$ cat config.mk
export PLATFORM = sky130hd
export DESIGN_NAME = fsm_fetch_dispatch
export DESIGN_NICKNAME = d
export VERILOG_FILES = /design/src/rtl/fsm_fetch_dispatch.sv
export SDC_FILE = /design/constraint.sdc
export NUM_CORES = 1
export LEC_CHECK = 0
export CORE_MARGIN = 8
export CORE_UTILIZATION = 50
export DETAILED_ROUTE_END_ITERATION = 8
export GPL_TIMING_DRIVEN = 0
export PLACE_DENSITY = 0.95
export SLEW_MARGIN = 20
export SYNTH_ARGS = -nofsm -noshare
export SYNTH_HDL_FRONTEND = slang
export SYNTH_SLANG_ARGS = --single-unit
$ cat constraint.sdc
create_clock -name clk -period 5.5 [get_ports clk]
set_input_delay 0.825 -clock clk [delete_from_list [all_inputs] [get_ports clk]]
set_output_delay 0.825 -clock clk [all_outputs]
set_load 0.02 [all_outputs]
$ cat src/rtl/fsm_fetch_dispatch.sv
// Control-unit sequencer: fetch, decode settle, one-hot dispatch to an
// execution FSM, wait for its done, retire; traps on bad decode or hangs.
module fsm_fetch_dispatch #(
    parameter logic [31:0] MASK_ALU = 32'h00FF_FFFF,
    parameter logic [31:0] MASK_MEM = 32'h3800_0000,
    parameter logic [31:0] MASK_BJ  = 32'h0700_0000,
    parameter logic [31:0] MASK_FP  = 32'hC000_0000,
    parameter logic [9:0]  TIMEOUT  = 10'd1023
) (
    input  logic        clk,
    input  logic        rst_n,
    input  logic        run,
    input  logic [31:0] fetch_data,
    input  logic        fetch_done,
    output logic        fetch_start,
    output logic [31:0] insn,
    input  logic [31:0] code,
    output logic        start_alu,
    output logic        start_mem,
    output logic        start_bj,
    output logic        start_fp,
    input  logic        done_alu,
    input  logic        done_mem,
    input  logic        done_bj,
    input  logic        done_fp,
    output logic        busy,
    output logic [63:0] retired,
    output logic        trap,
    output logic [1:0]  trap_cause,
    input  logic        clear_trap
);

    typedef enum logic [2:0] {
        S_IDLE,
        S_FETCH_REQ,
        S_FETCH_WAIT,
        S_DECODE,
        S_DISPATCH,
        S_WAIT_DONE,
        S_RETIRE,
        S_TRAP
    } state_e;

    state_e      state_q, state_d;
    logic [31:0] insn_q, insn_d;
    logic [63:0] retired_q, retired_d;
    logic [9:0]  timer_q, timer_d;
    logic [1:0]  cause_q, cause_d;
    logic [3:0]  hit_q, hit_d;

    logic [3:0]  hit_w;
    logic [3:0]  done_w;
    logic        hit_onehot;

    assign hit_w = {|(code & MASK_FP), |(code & MASK_BJ),
                    |(code & MASK_MEM), |(code & MASK_ALU)};
    assign done_w = {done_fp, done_bj, done_mem, done_alu};
    assign hit_onehot = (hit_q != 4'd0) && ((hit_q & (hit_q - 4'd1)) == 4'd0);

    always_ff @(posedge clk or negedge rst_n) begin
        if (!rst_n) begin
            state_q   <= S_IDLE;
            insn_q    <= '0;
            retired_q <= '0;
            timer_q   <= '0;
            cause_q   <= '0;
            hit_q     <= '0;
        end else begin
            state_q   <= state_d;
            insn_q    <= insn_d;
            retired_q <= retired_d;
            timer_q   <= timer_d;
            cause_q   <= cause_d;
            hit_q     <= hit_d;
        end
    end

    always_comb begin
        state_d   = state_q;
        insn_d    = insn_q;
        retired_d = retired_q;
        timer_d   = timer_q;
        cause_d   = cause_q;
        hit_d     = hit_q;
        unique case (state_q)
            S_IDLE: begin
                if (run) state_d = S_FETCH_REQ;
            end
            S_FETCH_REQ: begin
                timer_d = '0;
                state_d = S_FETCH_WAIT;
            end
            S_FETCH_WAIT: begin
                timer_d = timer_q + 10'd1;
                if (fetch_done) begin
                    insn_d  = fetch_data;
                    state_d = S_DECODE;
                end else if (timer_q == TIMEOUT) begin
                    cause_d = 2'b10;
                    state_d = S_TRAP;
                end
            end
            // code has settled by now; registering it keeps start_* free of
            // any combinational path from the opdecoder.
            S_DECODE: begin
                hit_d   = hit_w;
                state_d = S_DISPATCH;
            end
            S_DISPATCH: begin
                if (hit_onehot) begin
                    timer_d = '0;
                    state_d = S_WAIT_DONE;
                end else begin
                    cause_d = 2'b01;
                    state_d = S_TRAP;
                end
            end
            S_WAIT_DONE: begin
                timer_d = timer_q + 10'd1;
                if ((done_w & hit_q) != 4'd0) begin
                    state_d = S_RETIRE;
                end else if (timer_q == TIMEOUT) begin
                    cause_d = 2'b11;
                    state_d = S_TRAP;
                end
            end
            S_RETIRE: begin
                retired_d = retired_q + 64'd1;
                state_d   = run ? S_FETCH_REQ : S_IDLE;
            end
            S_TRAP: begin
                if (clear_trap) begin
                    cause_d = 2'b00;
                    state_d = S_IDLE;
                end
            end
            default: state_d = S_IDLE;
        endcase
    end

    logic [3:0] start_w;
    assign start_w = (state_q == S_DISPATCH && hit_onehot) ? hit_q : 4'd0;

    assign fetch_start = (state_q == S_FETCH_REQ);
    assign start_alu   = start_w[0];
    assign start_mem   = start_w[1];
    assign start_bj    = start_w[2];
    assign start_fp    = start_w[3];
    assign busy        = (state_q != S_IDLE) && (state_q != S_TRAP);
    assign trap        = (state_q == S_TRAP);
    assign trap_cause  = cause_q;
    assign insn        = insn_q;
    assign retired     = retired_q;

endmodule

==> metrics, run 1 <==
Post-CTS Hold Buffers 0; fin nets 771; Tcrit/Tclk final 70.4%; status finished, final reports clean; Setup-failing EPs final 0; H-tree Lvls 4; Slew Viols, Final 0; CP startpoint kind flip-flop; Post-Syn Area per Cell ~11 um^2; Area Growth Syn to Fin 45.5%; CTS root buf clkbuf_8; final hold vios 0; async set or reset register ratio after synthesis 100%; I/O pins 178; DP HPWL 11500 um; DIE AREA 0.0147 mm^2; Post-CTS Resized 0; crit path kind flip-flop to output port; Post-synth EDFFs 0; CP max FO 6; largest net degree at the start of global routing 60; final worst path period need 3.87 ns; Post-Syn Instances 499; Adder-Cell Fraction of Synth Area less than 1%; drt drc 0; PortBufs 177; fin cells 845; unrepaired setup endpoints after global routing no; clock tree buffer depth 2; Syn Nets 574; Syn Std Cell Area 0.00553 mm^2; Max Cap Violations 0; crit path DAT around 3 ns; CP endpoint kind output port; core area 0.0108 mm^2; vias per cell around 5.5; synthesis-stage register bit count 115; Inst Count DP 817; mux contribution to synthesized area 8.01%; Post-CTS Setup Inserts 0; Initial Utilization 51.0%; pwr dens 414 mW/mm^2; PnR worst setup slack 1.63 ns; Die X-Extent roughly 120 um; Initial DRC Count 376; setup slack at placement around 2.2 ns; CP startpoint hit_q[2]$_DFFE_PN0P_; commonest non-fill, non-tap cell in the layout clkdlybuf4s50_1; Hold Crit Class primary input to asynchronous set/reset pin; vias in the first global route ~5.0k; Min Hold Slack 0.276 ns; largest family of logic cells by synthesized area simple AND/OR/NAND/NOR gates; Cell Rows 38; worst vdd ir 0.000304 V; Setup TNS 0 ns; Final Wtd Congestion 0.921; Synth top area share 52.0%; xor/xnor share of the synthesized area between 10% and 20%; Critical Path RT 4.68 ns; post-synth cell types 50; reg2reg start retired[24]$_DFFE_PN0N_; sequential share of the synthesized area 52.0%; wirelength, routed 15300 um; Die Y 121 um; total congestion overflow 0; Slew headroom about three fifths; Post-synth top flop dfrtp_1; Clock Skews 0.00811 ns; Layout fillers around 740; most frequent cells in the layout clkdlybuf4s50_1, dfrtp_1, nand2_1; Vias 4685; post-synthesis simple-gate area fraction 21.7%; Ant. Diodes 0; first drt pass iteration count 5; cts bufs inserted 17; post-synth top area cell dfrtp_1; first-pass GRT wire length 25000 um; Num Clock Sinks roughly 120; Yosys warnings 0; cell leakage power 3.46 nW; highest clock rate 258 MHz; share of layout cells above drive strength 1 around an eighth; Worst-Skew Late Latency 0.51 ns; Compound-Gate Fraction of Synth Area 5.36%; routed len/inst 18.1 um; Placed Area 0.00751 mm^2; GRT Util Overall a little over a fifth; main area contributors after synthesis dfrtp_1, mux2_2, xnor2_1, xor2_1, nand2_1; measured slew at the worst slew-check pin 0.593 ns; post-route cell area slightly above 0.008 mm^2; ANT nets after route 0; initial antenna violation count 0; CTS tree yes; CTS clk-pin slew, worst paths 0.06 ns
area by class of cell:
type / instances / area, um^2 / share of cell area, %
Timing Repair Buffer: 178 / 1800 / 22.4
Inverter: 14 / 52.6 / 0.653
Clock buffer: 23 / 487 / 6.05
Buffer: 12 / 58.8 / 0.731
Multi-Input combinational cell: 358 / 2540 / 31.6
Sequential cell: 115 / 2880 / 35.8
Tap cell: 140 / 175 / 2.18
Clock inverter: 5 / 52.6 / 0.653
cell usage after synthesis, types with 8 or more instances:
master	instances
a21oi_1	9
and2_1	8
and3_1	10
dfrtp_1	115
inv_1	14
mux2_2	31
nand2_1	54
nand3_1	20
nand4_1	17
nor2_1	27
nor3_1	27
nor4_1	9
o21ai_0	14
xnor2_1	34
xor2_1	32
per-layer routing:
layer  vias up  wire, um  GRT usage, %
li1       2159         -             -
met1      2318      6110          24.2
met2       186      7810          37.0
met3        22      1130          6.61
met4         0       204          6.78
met5         -         0             0
stage by stage:
stage | power (mW) | utilization (%)
final | 3.33 | 74.2
after global routing | 3.50 | 74.2
after CTS | 3.36 | 74.2
after detailed placement | 2.35 | 69.3
after global placement | 2.29 | 69.0
after floorplan | 1.81 | -
flip-flops by register name, indices dropped and copies added (netlist names):
| signal | flops |
|---|---|
| hit_q | 4 |
| insn | 32 |
| retired | 64 |
| state_q | 3 |
| timer_q | 10 |
| trap_cause | 2 |
where the power goes:
part	total, mW	switching (mW)	internal, mW
Clock	1.00	0.357	0.645
Combinational	1.17	0.605	0.569
Sequential	1.16	0.132	1.03
Total	3.33	1.09	2.24
cells by family after synthesis:
family | count (synthesis)
compound gates | 46
fa+ha+maj | 2
simple gates | 204
mux | 40
flops | 115
buf+inv | 26
xor+xnor | 66
worst paths after layout:
| check | to | slack (ns) | depth (start not counted) |
|---|---|---|---|
| max reg2reg | retired[47]$_DFFE_PN0N_ | 3.36 | 6 |
| min | retired[19]$_DFFE_PN0N_ | 0.28 | 1 |
| max in group asynchronous | retired[62]$_DFFE_PN0N_ | 4.55 | 2 |
| min in group clk | timer_q[9]$_DFFE_PN0P_ | 0.48 | 1 |
| min reg2reg | timer_q[9]$_DFFE_PN0P_ | 0.48 | 1 |
| max | start_fp | 1.63 | 6 |
worst max-delay path, cell delays in order (launching register included):
cell             delay [ns]
dfrtp_1                0.43
or3b_1                 0.38
o21ai_0                0.11
o21ai_1                0.21
nor3_1                 0.56
and2_1                 0.23
clkdlybuf4s50_1        0.61
No activity file was read; power rests on OpenSTA's default activity.
==> run 2, diff against run 1 <==
--- a/config.mk
+++ b/config.mk
@@ -6,10 +6,10 @@
 export NUM_CORES = 1
 export LEC_CHECK = 0
 export CORE_MARGIN = 8
-export CORE_UTILIZATION = 50
+export CORE_UTILIZATION = 47
 export DETAILED_ROUTE_END_ITERATION = 8
 export GPL_TIMING_DRIVEN = 0
-export PLACE_DENSITY = 0.95
+export PLACE_DENSITY = 0.92
 export SLEW_MARGIN = 20
 export SYNTH_ARGS = -nofsm -noshare
 export SYNTH_HDL_FRONTEND = slang
==> constraint.sdc (replaced) <==
create_clock -name clk -period 3.65 [get_ports clk]
set_input_delay 0.5475 -clock clk [delete_from_list [all_inputs] [get_ports clk]]
set_output_delay 0.5475 -clock clk [all_outputs]
set_load 0.02 [all_outputs]
==> metrics, run 2 (synthesis gave the netlist of run 1 again) <==
status finished, final reports clean; first-pass GRT wire length 25600 um; CTS root buf clkbuf_16; post-route cell area 0.00817 mm^2; DP HPWL 11400 um; CTS tree yes; M1 WL 6350 um; worst vdd ir around 0.00054 V; unrepaired setup endpoints after global routing no; CP max FO 6; Hold Crit Class primary input to asynchronous set/reset pin; Seq pwr share 32.8%; Psw about 1.7 mW; H-tree Lvls 4; Die X-Extent 125 um; share of layout cells above drive strength 1 13.3%; Crit-path slowest cell clkdlybuf4s50_1; cts bufs inserted 17; Ant. Diodes 0; WP buf/inv 1; Initial DRC Count 445; Tcrit/Tclk final 90.8%; Post-CTS Setup Inserts 0; commonest non-fill, non-tap cell in the layout clkdlybuf4s50_1; drt drc 0; total congestion overflow 0; crit path kind flip-flop to output port; clock share of power approximately 34%; Critical Path RT 3.10 ns; GRT Util Overall approximately 20%; vias per cell between 5 and 6; proportion of power drawn by combinational gates 33.3%; Setup TNS 0 ns; I/O pins ~180; Post-CTS Hold Buffers 0; first drt pass iteration count 5; most frequent cells in the layout clkdlybuf4s50_1, dfrtp_1, nand2_1; WL met3 1060 um; Internal 3.59 mW; ANT nets after route 0; Placed Area between 0.007 and 0.008 mm^2; Crit path max-delay family simple AND/OR/NAND/NOR gates; cell leakage power 3.50 nW; PortBufs 177; Vias 4617; Initial Utilization 48.2%; core area 0.0115 mm^2; Final Wtd Congestion 0.883; clock tree buffer depth 2; CTS clk-pin slew, worst paths 0.06 ns; Clock Skews approximately 0.013 ns; final hold vios 0; CP endpoint kind output port; Cell Rows 39; Setup-failing EPs final 0; Slew Viols, Final 0; Crit path largest cell delay 0.61 ns; wirelength, routed 15200 um; met2 routed WL around 7500 um; critical-path cell list or3b_1, o21ai_0, o21ai_1, nor3_2, and2_1, clkdlybuf4s50_1; DIE AREA 0.0155 mm^2; initial antenna violation count 0; CP startpoint kind flip-flop; Num Clock Sinks 115; pwr dens 652 mW/mm^2; Worst-Skew Late Latency between 0.4 and 0.5 ns; Die Y approximately 120 um; Slew headroom 58.7%; Sw Ratio 32.5%; vias in the first global route 4914; flip-flop count of the largest register after layout 64; routed len/inst 17.8 um; measured slew at the worst slew-check pin 0.603 ns; Area Growth Syn to Fin 47.6%; largest net degree at the start of global routing 63; highest clock rate 302 MHz; DR top layer met4; Layout fillers 825; fin nets 771; crit path DAT 2.77 ns; Max Cap Violations 0; final worst path period need 3.31 ns
==> run 2: cell count changes in the layout (fill, tap and decap cells not counted), moves of 2 or more <==
cell	change
inv_6	+2
clkbuf_8	-4
bufinv_16	+3
clkinv_4	+4
clkinv_2	-3
==> run 2: final cells by class <==
type,instances,area (um^2),area share [%]
Timing Repair Buffer,178,1800,22.0
Clock buffer,19,453,5.54
Inverter,14,52.6,0.643
Sequential cell,115,2880,35.2
Multi-Input combinational cell,358,2550,31.2
Clock inverter,13,199,2.44
Tap cell,143,179,2.19
Buffer,12,58.8,0.720
==> run 2: timing repair <==
item | 4_1_cts | 5_1_grt
gates resized for setup | 0 | 1
hold endpoints to repair | 0 | 0
setup endpoints to repair | 0 | 3
==> run 2: final timing paths <==
kind / from / endpoint / slack [ns] / depth (start not counted)
max in group asynchronous: rst_n / timer_q[7]$_DFFE_PN0P_ / 2.87 / 2
setup reg to reg: state_q[0]$_DFFE_PN0P_ / retired[39]$_DFFE_PN0N_ / 1.48 / 5
min in group clk: timer_q[9]$_DFFE_PN0P_ / timer_q[9]$_DFFE_PN0P_ / 0.48 / 1
setup / recovery: hit_q[2]$_DFFE_PN0P_ / start_mem / 0.34 / 6
hold reg to reg: timer_q[9]$_DFFE_PN0P_ / timer_q[9]$_DFFE_PN0P_ / 0.48 / 1
hold / removal: rst_n / retired[20]$_DFFE_PN0N_ / 0.1 / 1
==> run 2: metal layers <==
layer | track usage [%] | up-vias
met5 | 0 | -
met4 | 7.16 | 0
met3 | 6.72 | 18
met2 | 32.8 | 199
met1 | 23.5 | 2231
li1 | - | 2169
==> run 2: power groups by stage <==
stage / Combinational (mW) / Sequential (mW) / Clock (mW)
2_1_floorplan: 0.736 / 1.99 / 0
3_3_place_gp: 1.71 / 1.74 / 0
3_5_place_dp: 1.78 / 1.77 / 0
4_1_cts: 1.78 / 1.75 / 1.83
5_1_grt: 1.90 / 1.78 / 1.90
6_report: 1.77 / 1.74 / 1.81
==> run 2: stage by stage <==
step,instances,power (mW),worst slack [ns],hold slack (ns),utilization [%]
finish,852,5.33,0.336,0.0983,71.2
global route,852,5.58,0.151,0.119,71.2
CTS,852,5.36,0.165,0.106,71.2
detailed placement,820,3.54,0.601,0.467,65.5
global placement,819,3.46,-2.16,0.458,65.3
floorplan,499,2.73,1.49,0.252,-
